**config.mk**
```make
export PLATFORM = sky130hd
export DESIGN_NAME = aska_hbridge_driver
export DESIGN_NICKNAME = d
export VERILOG_FILES = /design/src/rtl/aska_hbridge_driver.sv
export SDC_FILE = /design/constraint.sdc
export NUM_CORES = 1
export LEC_CHECK = 0
export ABC_AREA = 1
export BUFFER_PORTS_ARGS = -buffer_cell sky130_fd_sc_hd__clkbuf_2
export CAP_MARGIN = 20
export CORE_MARGIN = 4
export CORE_UTILIZATION = 51
export DETAILED_ROUTE_END_ITERATION = 12
export HOLD_SLACK_MARGIN = 0.06
export PLACE_DENSITY_LB_ADDON = 0.3
export SETUP_SLACK_MARGIN = 0.5
export SYNTH_ARGS = -nofsm -noshare
export SYNTH_HDL_FRONTEND = slang
export SYNTH_SLANG_ARGS = --single-unit
```
**constraint.sdc**
```tcl
create_clock -name clk -period 9.96 [get_ports clk]
set_clock_uncertainty 0.05 [all_clocks]
set_input_delay 2.988 -clock clk [delete_from_list [all_inputs] [get_ports clk]]
set_output_delay 2.988 -clock clk [all_outputs]
set_load 0.01 [all_outputs]
```
**src/rtl/aska_hbridge_driver.sv**
```systemverilog
// aska_hbridge_driver: H-bridge switch and current-DAC driver.
// Registers the raw switch/DAC requests and applies break-before-make dead time
// between switch patterns. The DAC stays disabled until the switches have
// settled. A shoot-through request latches a fault that holds the bridge open
// until it is cleared.
// Optional feature: define DRIVE_WATCHDOG_EN to fault a DRIVE phase that lasts
// MAX_DRIVE_CYCLES cycles.
module aska_hbridge_driver #(
  parameter int N_ELEC           = 32,
  parameter int DAC_W            = 6,
  parameter int DEAD_CYCLES      = 2,
  parameter int SETTLE_CYCLES    = 1,
  parameter int MAX_DRIVE_CYCLES = 64
) (
  input  logic              clk,
  input  logic              reset,
  input  logic [N_ELEC-1:0] up_req,
  input  logic [N_ELEC-1:0] down_req,
  input  logic [DAC_W-1:0]  dac_req,
  input  logic              fault_clear,
  output logic [N_ELEC-1:0] up_drv,
  output logic [N_ELEC-1:0] down_drv,
  output logic [DAC_W-1:0]  dac_out,
  output logic              dac_en,
  output logic              fault,
  output logic [15:0]       pulse_count
);

  localparam int CNT_W = 16;
  localparam logic [CNT_W-1:0] DEAD_LOAD   = CNT_W'(DEAD_CYCLES - 1);
  localparam logic [CNT_W-1:0] SETTLE_LOAD = CNT_W'(SETTLE_CYCLES - 1);

  typedef enum logic [2:0] {
    S_IDLE   = 3'd0,
    S_DEAD   = 3'd1,
    S_SETTLE = 3'd2,
    S_DRIVE  = 3'd3,
    S_FAULT  = 3'd4
  } state_t;

  state_t                r_state;
  logic [N_ELEC-1:0]     r_up_q;
  logic [N_ELEC-1:0]     r_down_q;
  logic [DAC_W-1:0]      r_dac_q;
  logic [2*N_ELEC-1:0]   r_pattern;
  logic [CNT_W-1:0]      r_cnt;
  logic [N_ELEC-1:0]     r_up_drv;
  logic [N_ELEC-1:0]     r_down_drv;
  logic [DAC_W-1:0]      r_dac_out;
  logic                  r_dac_en;
  logic                  r_fault;
  logic [15:0]           r_pulse_count;

  logic [2*N_ELEC-1:0]   w_target;
  logic                  w_active;
  logic                  w_shoot;
  logic                  w_wd_trip;

  // Saturating pulse counter increment.
  function automatic logic [15:0] sat_inc(input logic [15:0] v);
    return (v == 16'hFFFF) ? v : v + 16'd1;
  endfunction

  assign w_target = {r_up_q, r_down_q};
  assign w_active = |w_target;
  assign w_shoot  = |(r_up_q & r_down_q);

`ifdef DRIVE_WATCHDOG_EN
  localparam int WD_W = $clog2(MAX_DRIVE_CYCLES + 1);
  localparam logic [WD_W-1:0] WD_LAST = WD_W'(MAX_DRIVE_CYCLES - 1);
  logic [WD_W-1:0] r_wd_cnt;

  // Count consecutive DRIVE cycles; any other state restarts the count.
  always_ff @(posedge clk or posedge reset) begin
    if (reset) begin
      r_wd_cnt <= '0;
    end else if (r_state == S_DRIVE) begin
      r_wd_cnt <= r_wd_cnt + WD_W'(1);
    end else begin
      r_wd_cnt <= '0;
    end
  end

  assign w_wd_trip = (r_state == S_DRIVE) && (r_wd_cnt >= WD_LAST);
`else
  assign w_wd_trip = 1'b0;
`endif

  // Input stage: the FSM only ever looks at these registered requests.
  always_ff @(posedge clk or posedge reset) begin
    if (reset) begin
      r_up_q   <= '0;
      r_down_q <= '0;
      r_dac_q  <= '0;
    end else begin
      r_up_q   <= up_req;
      r_down_q <= down_req;
      r_dac_q  <= dac_req;
    end
  end

  // Bridge sequencing FSM with registered drive outputs.
  always_ff @(posedge clk or posedge reset) begin
    if (reset) begin
      r_state       <= S_IDLE;
      r_pattern     <= '0;
      r_cnt         <= '0;
      r_up_drv      <= '0;
      r_down_drv    <= '0;
      r_dac_out     <= '0;
      r_dac_en      <= 1'b0;
      r_fault       <= 1'b0;
      r_pulse_count <= 16'd0;
    end else if (w_shoot || w_wd_trip) begin
      // Shoot-through (or stuck drive) wins over every other transition.
      r_state    <= S_FAULT;
      r_fault    <= 1'b1;
      r_up_drv   <= '0;
      r_down_drv <= '0;
      r_dac_out  <= '0;
      r_dac_en   <= 1'b0;
    end else begin
      case (r_state)
        S_IDLE: begin
          r_up_drv   <= '0;
          r_down_drv <= '0;
          r_dac_out  <= '0;
          r_dac_en   <= 1'b0;
          if (w_active) begin
            r_cnt   <= DEAD_LOAD;
            r_state <= S_DEAD;
          end else begin
            r_state <= S_IDLE;
          end
        end
        S_DEAD: begin
          r_dac_out <= '0;
          r_dac_en  <= 1'b0;
          if (r_cnt != '0) begin
            r_cnt      <= r_cnt - CNT_W'(1);
            r_up_drv   <= '0;
            r_down_drv <= '0;
          end else if (w_active) begin
            // Whatever target is present on the last dead cycle is applied.
            r_pattern  <= w_target;
            r_up_drv   <= r_up_q;
            r_down_drv <= r_down_q;
            r_cnt      <= SETTLE_LOAD;
            r_state    <= S_SETTLE;
          end else begin
            r_up_drv   <= '0;
            r_down_drv <= '0;
            r_state    <= S_IDLE;
          end
        end
        S_SETTLE: begin
          r_dac_out <= '0;
          if (w_target != r_pattern) begin
            r_up_drv   <= '0;
            r_down_drv <= '0;
            r_dac_en   <= 1'b0;
            r_cnt      <= DEAD_LOAD;
            r_state    <= S_DEAD;
          end else if (r_cnt == '0) begin
            r_dac_en      <= 1'b1;
            r_dac_out     <= r_dac_q;
            r_pulse_count <= sat_inc(r_pulse_count);
            r_state       <= S_DRIVE;
          end else begin
            r_dac_en <= 1'b0;
            r_cnt    <= r_cnt - CNT_W'(1);
          end
        end
        S_DRIVE: begin
          if (w_target != r_pattern) begin
            // DAC and switches drop together; the next pattern waits a full dead time.
            r_up_drv   <= '0;
            r_down_drv <= '0;
            r_dac_out  <= '0;
            r_dac_en   <= 1'b0;
            r_cnt      <= DEAD_LOAD;
            r_state    <= S_DEAD;
          end else begin
            r_dac_out <= r_dac_q;
            r_dac_en  <= 1'b1;
          end
        end
        S_FAULT: begin
          r_up_drv   <= '0;
          r_down_drv <= '0;
          r_dac_out  <= '0;
          r_dac_en   <= 1'b0;
          if (fault_clear && !w_active) begin
            r_fault <= 1'b0;
            r_state <= S_IDLE;
          end else begin
            r_fault <= 1'b1;
          end
        end
        default: begin
          // An illegal state encoding is treated as a fault.
          r_up_drv   <= '0;
          r_down_drv <= '0;
          r_dac_out  <= '0;
          r_dac_en   <= 1'b0;
          r_fault    <= 1'b1;
          r_state    <= S_FAULT;
        end
      endcase
    end
  end

  assign up_drv      = r_up_drv;
  assign down_drv    = r_down_drv;
  assign dac_out     = r_dac_out;
  assign dac_en      = r_dac_en;
  assign fault       = r_fault;
  assign pulse_count = r_pulse_count;

endmodule
```
==> results.cfg, run 1 <==
[worst_setup_path]
critPathLaunchType = flip-flop
critical_path.slowest_cell = dfrtp_1
cp_data_required_time_ns = 6.92
setup.worst_path.end = pulse_count[8]
r2r_start = r_up_q[11]
critical_path.startpoint = pulse_count[8]
r2r_setup_slack_ns = 6.45
timing.critical_path.slowest_cell_delay_ns = 0.48
critical_path.top_delay_family = flip-flops
cp.depth = 1
setup.worst_path.end_class = output port
critPathBufInv = 1
worstPathMaxFanout = 7
rr_worst_depth = 12
reg2reg_to = r_pattern[50]
crit_path_cell_trace = clkbuf_2
worstPathArrival_ns = 1.18
timing_worst_setup_path_type = reg -> out

[timing]
worst_pin_slew_ns = 0.942
final_setup_violation_count = 0
layout_setup_ws_ns = 5.75
achievable-frequency_mhz = 237
period_needed_ns = 4.21
finalHoldViolCount = 0
final.setup.tns_ns = 0
grt_setup_unrepaired = false
slew_headroom_pct = 37.0
min_period_over_period_pct = 42.3
final-max-slew-violation-count = 0

[detailed_routing]
via_per_inst = 4.89
wirelength_met1_mm = 10.2
detail-route-antenna-nets = 0
avgRoutedWirePerCell_um = 13.8
routed-wl-met3_mm = 1.51
route.top_layer_used = met5
initialDrtViolationCount = 421
met2RoutedLength_mm = 11.4
drc = 0
route.final.wire_length_mm = 23.6
drtPass1Iterations = 5
number_of_vias_in_the_routed_layout = 8370

[synth]
synth_top_cells_by_area = dfrtp_1 (58%), nand2_1 (19%), inv_1 (4.6%), nor2_1 (4.5%), o21ai_0 (3.4%)
most_frequently_used_flop_master_after_synthesis = dfrtp_1
postSynthNetCount = 1334
synth.largest_area_cell = dfrtp_1
synthesis.area_mm2 = 0.0104
number_of_flops_mapped_to_enable_cells_by_yosys = 0
synth_sequential_area_ratio_pct = 57.9
synth-async-reset-ratio_pct = 100
yosysTopAreaCellShare_pct = 57.9
syn_avg_cell_area_um2 = 8.27
synth_cell_types = 29
synthCells = 1259
ys.warnings.count = 0
yosys_register_bits = 241

[finish]
insertedDiodeCount = 0
final_nets = 1503
sequential_cell_area_mm2 = 0.00603
syn_to_final_growth_pct = 19.2
final_cell_count_no_fill = 1712
filler_cell_count = 1729
multi_input_gate_area_mm2 = 0.00368
final_layout_size_suffix_gt1_share_pct = 16.7

[floorplan]
die_height_um = 151
rows = 51
io_pins = 161
core_box_area_mm2 = 0.0198
chipWidth_um = 151
die-area_mm2 = 0.0228
start_util_pct = 52.6

[placed_design]
place.detailed.instances = 1665
post_placement_setup_slack_ns = 5.15
routabilityCongestion = 0.918
hpwl_mm = 16.6
port_buffers = 160

[clocking]
cts_post_setup_buffers_inserted = 0
clock_sink_count = 241
cts_root_buffer = clkbuf_16
post_cts.resized_instances = 0
cts-hold-fix-buffers = 0
tritoncts_clock_tree = yes
clk_pin_slew_worst_paths_ns = 0.06
maximum_level_of_the_cts_h_tree = 1
worstSkewPairLatency_ns = 0.52
cts_inserted_buffers = 25
clk_path_buf_depth = 3

[grt]
via_count_of_the_first_global_routing_pass = 8061
grt.total_usage_pct = 21.5
initial_antenna_violation_count = 1
wire_length_of_the_first_global_routing_pass_mm = 39.4
globalRouteOverflowTotal = 0
maximum_number_of_pins_on_one_net_before_global_route_repair = 80

[pwr]
power.leakage_uw = 0.00687
cellPowerDensity_mw_per_mm2 = 170
irDropWorstVdd_mv = 0.157

[min_path]
hp-class = reg -> reg
holdCritStartpoint = up_drv[21]

[run_status]
run_status = complete, no violations

[flow_run]
maxCapViolCount = 0
[power by group]
part	total, uW	switching, uW	internal, uW
combinational	66.4	41.1	25.4
sequential	1010	19.2	994
clock	1030	378	655
[worst min path at each step]
stage                     slack, ns  cells after the start          to
final                          0.42                      2  up_drv[21]
after global routing           0.43                      2  dac_out[4]
after CTS                      0.42                      2  up_drv[22]
after detailed placement       0.41                      2  up_drv[22]
after global placement         0.40                      2  dac_out[0]
after floorplan                0.40                      2  dac_out[0]
[through the flow]
stage	power [uW]	hold WS [ns]	utilization, %	instance area (um2)
final	2110	0.420	62.7	12400
after global routing	2190	0.432	62.7	12400
after CTS	2130	0.423	62.6	12400
after detailed placement	1100	0.407	57.9	11400
after global placement	1100	0.401	57.9	11400
after floorplan	1070	0.398	-	10400
[cell usage in the layout (no fill, tap or decap), types with 3 or more instances in the layout]
cell type and count:
a21oi_1 4, buf_4 8, bufinv_16 6, clkbuf_1 4, clkbuf_16 25, clkbuf_2 160
clkbuf_8 5, clkinvlp_4 4, dfrtp_1 241, inv_1 126, inv_2 17, nand2_1 514
nand3_1 25, nand3b_1 3, nand4_1 19, nor2_1 124, nor2_2 5, nor3_1 10
o21ai_0 70, o21ai_1 21, xnor2_1 11, xor2_1 27
[synth_stat cells (7+ instances only)]
master,count
xor2_1,27
xnor2_1,11
nor2_1,124
o21ai_0,70
nor3_1,10
buf_2,12
nand3_1,25
o21ai_1,21
dfrtp_1,241
nand2_1,514
nand4_1,19
clkbuf_1,7
inv_1,127
inv_2,17
[sequential cells by signal, summed over array words and instances, names as in the netlist]
register     count
dac_en           1
dac_out          6
down_drv        32
fault            1
pulse_count     16
r_cnt           16
r_dac_q          6
r_down_q        32
r_pattern       64
r_state          3
r_up_q          32
up_drv          32
[area by class of cell]
type | count | share of cell area (%)
Sequential cell | 241 | 48.6
Multi-Input combinational cell | 847 | 29.7
Timing Repair Buffer | 169 | 7.16
Clock buffer | 34 | 5.72
Inverter | 144 | 4.39
Tap cell | 265 | 2.67
Clock inverter | 12 | 1.78
[per-layer routing]
layer,vias to the layer above,track usage (%)
li1,4197,-
met1,3922,29.2
met2,209,35.9
met3,40,4.16
met4,2,5.21
met5,-,0
[cells by family (layout without fill, tap and decap cells)]
| logic type | after synthesis | in the layout | synth area share [%] |
|---|---|---|---|
| fa+ha+maj | 2 | 2 | 0.240 |
| buf+inv | 171 | 359 | 6.75 |
| compound gates | 97 | 97 | 4.72 |
| simple gates | 710 | 710 | 27.2 |
| flops | 241 | 241 | 57.9 |
| xor+xnor | 38 | 38 | 3.20 |
No activity file was read; power rests on OpenSTA's default activity.
==> run 2: changes to the inputs <==
--- a/config.mk
+++ b/config.mk
@@ -9,7 +9,7 @@
 export BUFFER_PORTS_ARGS = -buffer_cell sky130_fd_sc_hd__clkbuf_2
 export CAP_MARGIN = 20
 export CORE_MARGIN = 4
-export CORE_UTILIZATION = 51
+export CORE_UTILIZATION = 57
 export DETAILED_ROUTE_END_ITERATION = 12
 export HOLD_SLACK_MARGIN = 0.06
 export PLACE_DENSITY_LB_ADDON = 0.3
==> constraint.sdc (replaced) <==
create_clock -name clk -period 3.9 [get_ports clk]
set_clock_uncertainty 0.05 [all_clocks]
set_input_delay 1.17 -clock clk [delete_from_list [all_inputs] [get_ports clk]]
set_output_delay 1.17 -clock clk [all_outputs]
set_load 0.01 [all_outputs]
==> run 2 against run 1 <==
  * Die area fell by 10%
  * Critical path depth rose by 7
  * Power rose by 140%
  * Routed wire length barely moved
  * Flip-flop and latch count did not move
  * Via count rose by 0.45%
  * Worst hold slack got worse by 0.0050 ns
  * Combinational power rose to 2.6 times the previous value
  * Core utilization rose by 5.3 points
  * Final cell count fell by 2.3%
  * Critical path type is now reg -> reg
  * Clock power rose by 120%
  * Count of clock-buffer cells in the layout rose by 2
==> results.cfg, run 2 (synthesis results as in run 1) <==
[pwr]
portion_of_total_power_attributed_to_sequential_cells_pct = 51.6
power_spent_charging_and_discharging_nets_uw = 1080
power.internal_uw = 3930
power.leakage_uw = 0.00681
irDropWorstVdd_mv = 0.343
power.clock.fraction_pct = 45.0
finalPower_uw = 5020
power.share.combinational_pct = 3.4
cellPowerDensity_mw_per_mm2 = 410
sw_frac_of_total_pct = 21.6

[grt]
initial_antenna_violation_count = 0
grt.total_usage_pct = 23.6
globalRouteOverflowTotal = 0
maximum_number_of_pins_on_one_net_before_global_route_repair = 75
wire_length_of_the_first_global_routing_pass_mm = 39.2
via_count_of_the_first_global_routing_pass = 8096

[floorplan]
core_box_area_mm2 = 0.0180
start_util_pct = 58.0
die_height_um = 143
die-area_mm2 = 0.0205
rows = 49
chipWidth_um = 143
io_pins = 161

[worst_setup_path]
worstPathArrival_ns = 3.24
cp_data_required_time_ns = 4.27
timing_worst_setup_path_type = reg -> reg
critical_path.startpoint = r_state[0]
critPathLaunchType = flip-flop
r2r_start = r_state[0]
worstPathMaxFanout = 64
setup.worst_path.end_class = flip-flop

[detailed_routing]
drc = 0
routed-wl-met3_mm = 1.61
met2RoutedLength_mm = 11.1
route.final.wire_length_mm = 23.6
drtPass1Iterations = 5
avgRoutedWirePerCell_um = 14.1
detail-route-antenna-nets = 0
route.top_layer_used = met4
initialDrtViolationCount = 546
via_per_inst = 5.03
wirelength_met1_mm = 10.4
number_of_vias_in_the_routed_layout = 8408

[clocking]
maximum_level_of_the_cts_h_tree = 1
worstSkewPairLatency_ns = 0.52
post_cts.resized_instances = 0
cts_post_setup_buffers_inserted = 0
clock_sink_count = 241
clk_path_buf_depth = 3
tritoncts_clock_tree = yes
cts-hold-fix-buffers = 0
cts_inserted_buffers = 25
clk_pin_slew_worst_paths_ns = 0.06
cts_root_buffer = clkbuf_16

[timing]
min_period_over_period_pct = 73.6
worst_pin_slew_ns = 0.698
grt_setup_unrepaired = false
finalHoldViolCount = 0
layout_setup_ws_ns = 1.03
final_setup_violation_count = 0
slew_headroom_pct = 53.2
period_needed_ns = 2.87
final-max-slew-violation-count = 0
achievable-frequency_mhz = 349

[placed_design]
routabilityCongestion = 0.904
post_placement_setup_slack_ns = 1.12
hpwl_mm = 16.7
port_buffers = 160

[finish]
layout_commonest_cell = nand2_1
insertedDiodeCount = 0
mostFrequentLayoutCells = nand2_1 (514), dfrtp_1 (241), clkbuf_2 (160)
final_nets = 1504
largest_register = r_pattern
syn_to_final_growth_pct = 17.5
largest_register_ffs = 64
final_layout_size_suffix_gt1_share_pct = 16.4

[flow_run]
maxCapViolCount = 0

[run_status]
run_status = complete, no violations

[min_path]
holdCritStartpoint = r_dac_q[5]
hp-class = reg -> reg
## run 2: routing by layer
| metal | vias to the layer above | track usage [%] |
|---|---|---|
| li1 | 4191 | - |
| met5 | - | 0 |
| met3 | 31 | 3.85 |
| met1 | 3926 | 33.7 |
| met2 | 260 | 37.9 |
| met4 | 0 | 6.35 |
## run 2: final cells by class
cell class	instances	area (um2)
inverters	144	544
multi-input cells	847	3680
flip-flops and latches	241	6030
fillers	1430	5740
repair buffers	170	913
well taps	229	287
clock inverters	5	52.6
clock buffers	36	717
## run 2: final timing paths
kind,to,slack [ns],cells after the start
worst min-delay path,dac_out[5],0.41,2
max in group asynchronous,down_drv[0],2.33,3
min in group asynchronous,pulse_count[8],0.69,2
worst min register to register,dac_out[5],0.41,2
worst max-delay path,down_drv[1],1.03,8
worst max register to register,down_drv[1],1.03,8
## run 2: worst max-delay path, stage by stage (launching register included)
cell     delay [ns]
dfrtp_1        0.40
inv_1          0.08
nor3_1         0.49
o21ai_1        0.44
buf_4          0.31
nor2_4         0.12
buf_4          0.50
nand2_1        0.17
o21ai_1        0.19
## run 2: metrics by stage
step                TNS (ns)  cells  cell area [um2]  util (%)  hold slack [ns]
floorplan            -116.12   1259            10400         -            0.398
global placement           0   1631            11500      63.8            0.402
detailed placement         0   1631            11500      63.8            0.407
CTS                        0   1672            12200      68.1            0.417
global route               0   1672            12200      68.1            0.447
finish                     0   1672            12200      68.1            0.415
## run 2: power by group through the flow
stage / Combinational, uW / Clock (uW) / Sequential (uW)
5_1_grt: 200 / 2420 / 2590
3_3_place_gp: 172 / 0 / 2630
4_1_cts: 176 / 2300 / 2590
2_1_floorplan: 103 / 0 / 2620
3_5_place_dp: 174 / 0 / 2630
6_report: 171 / 2260 / 2590
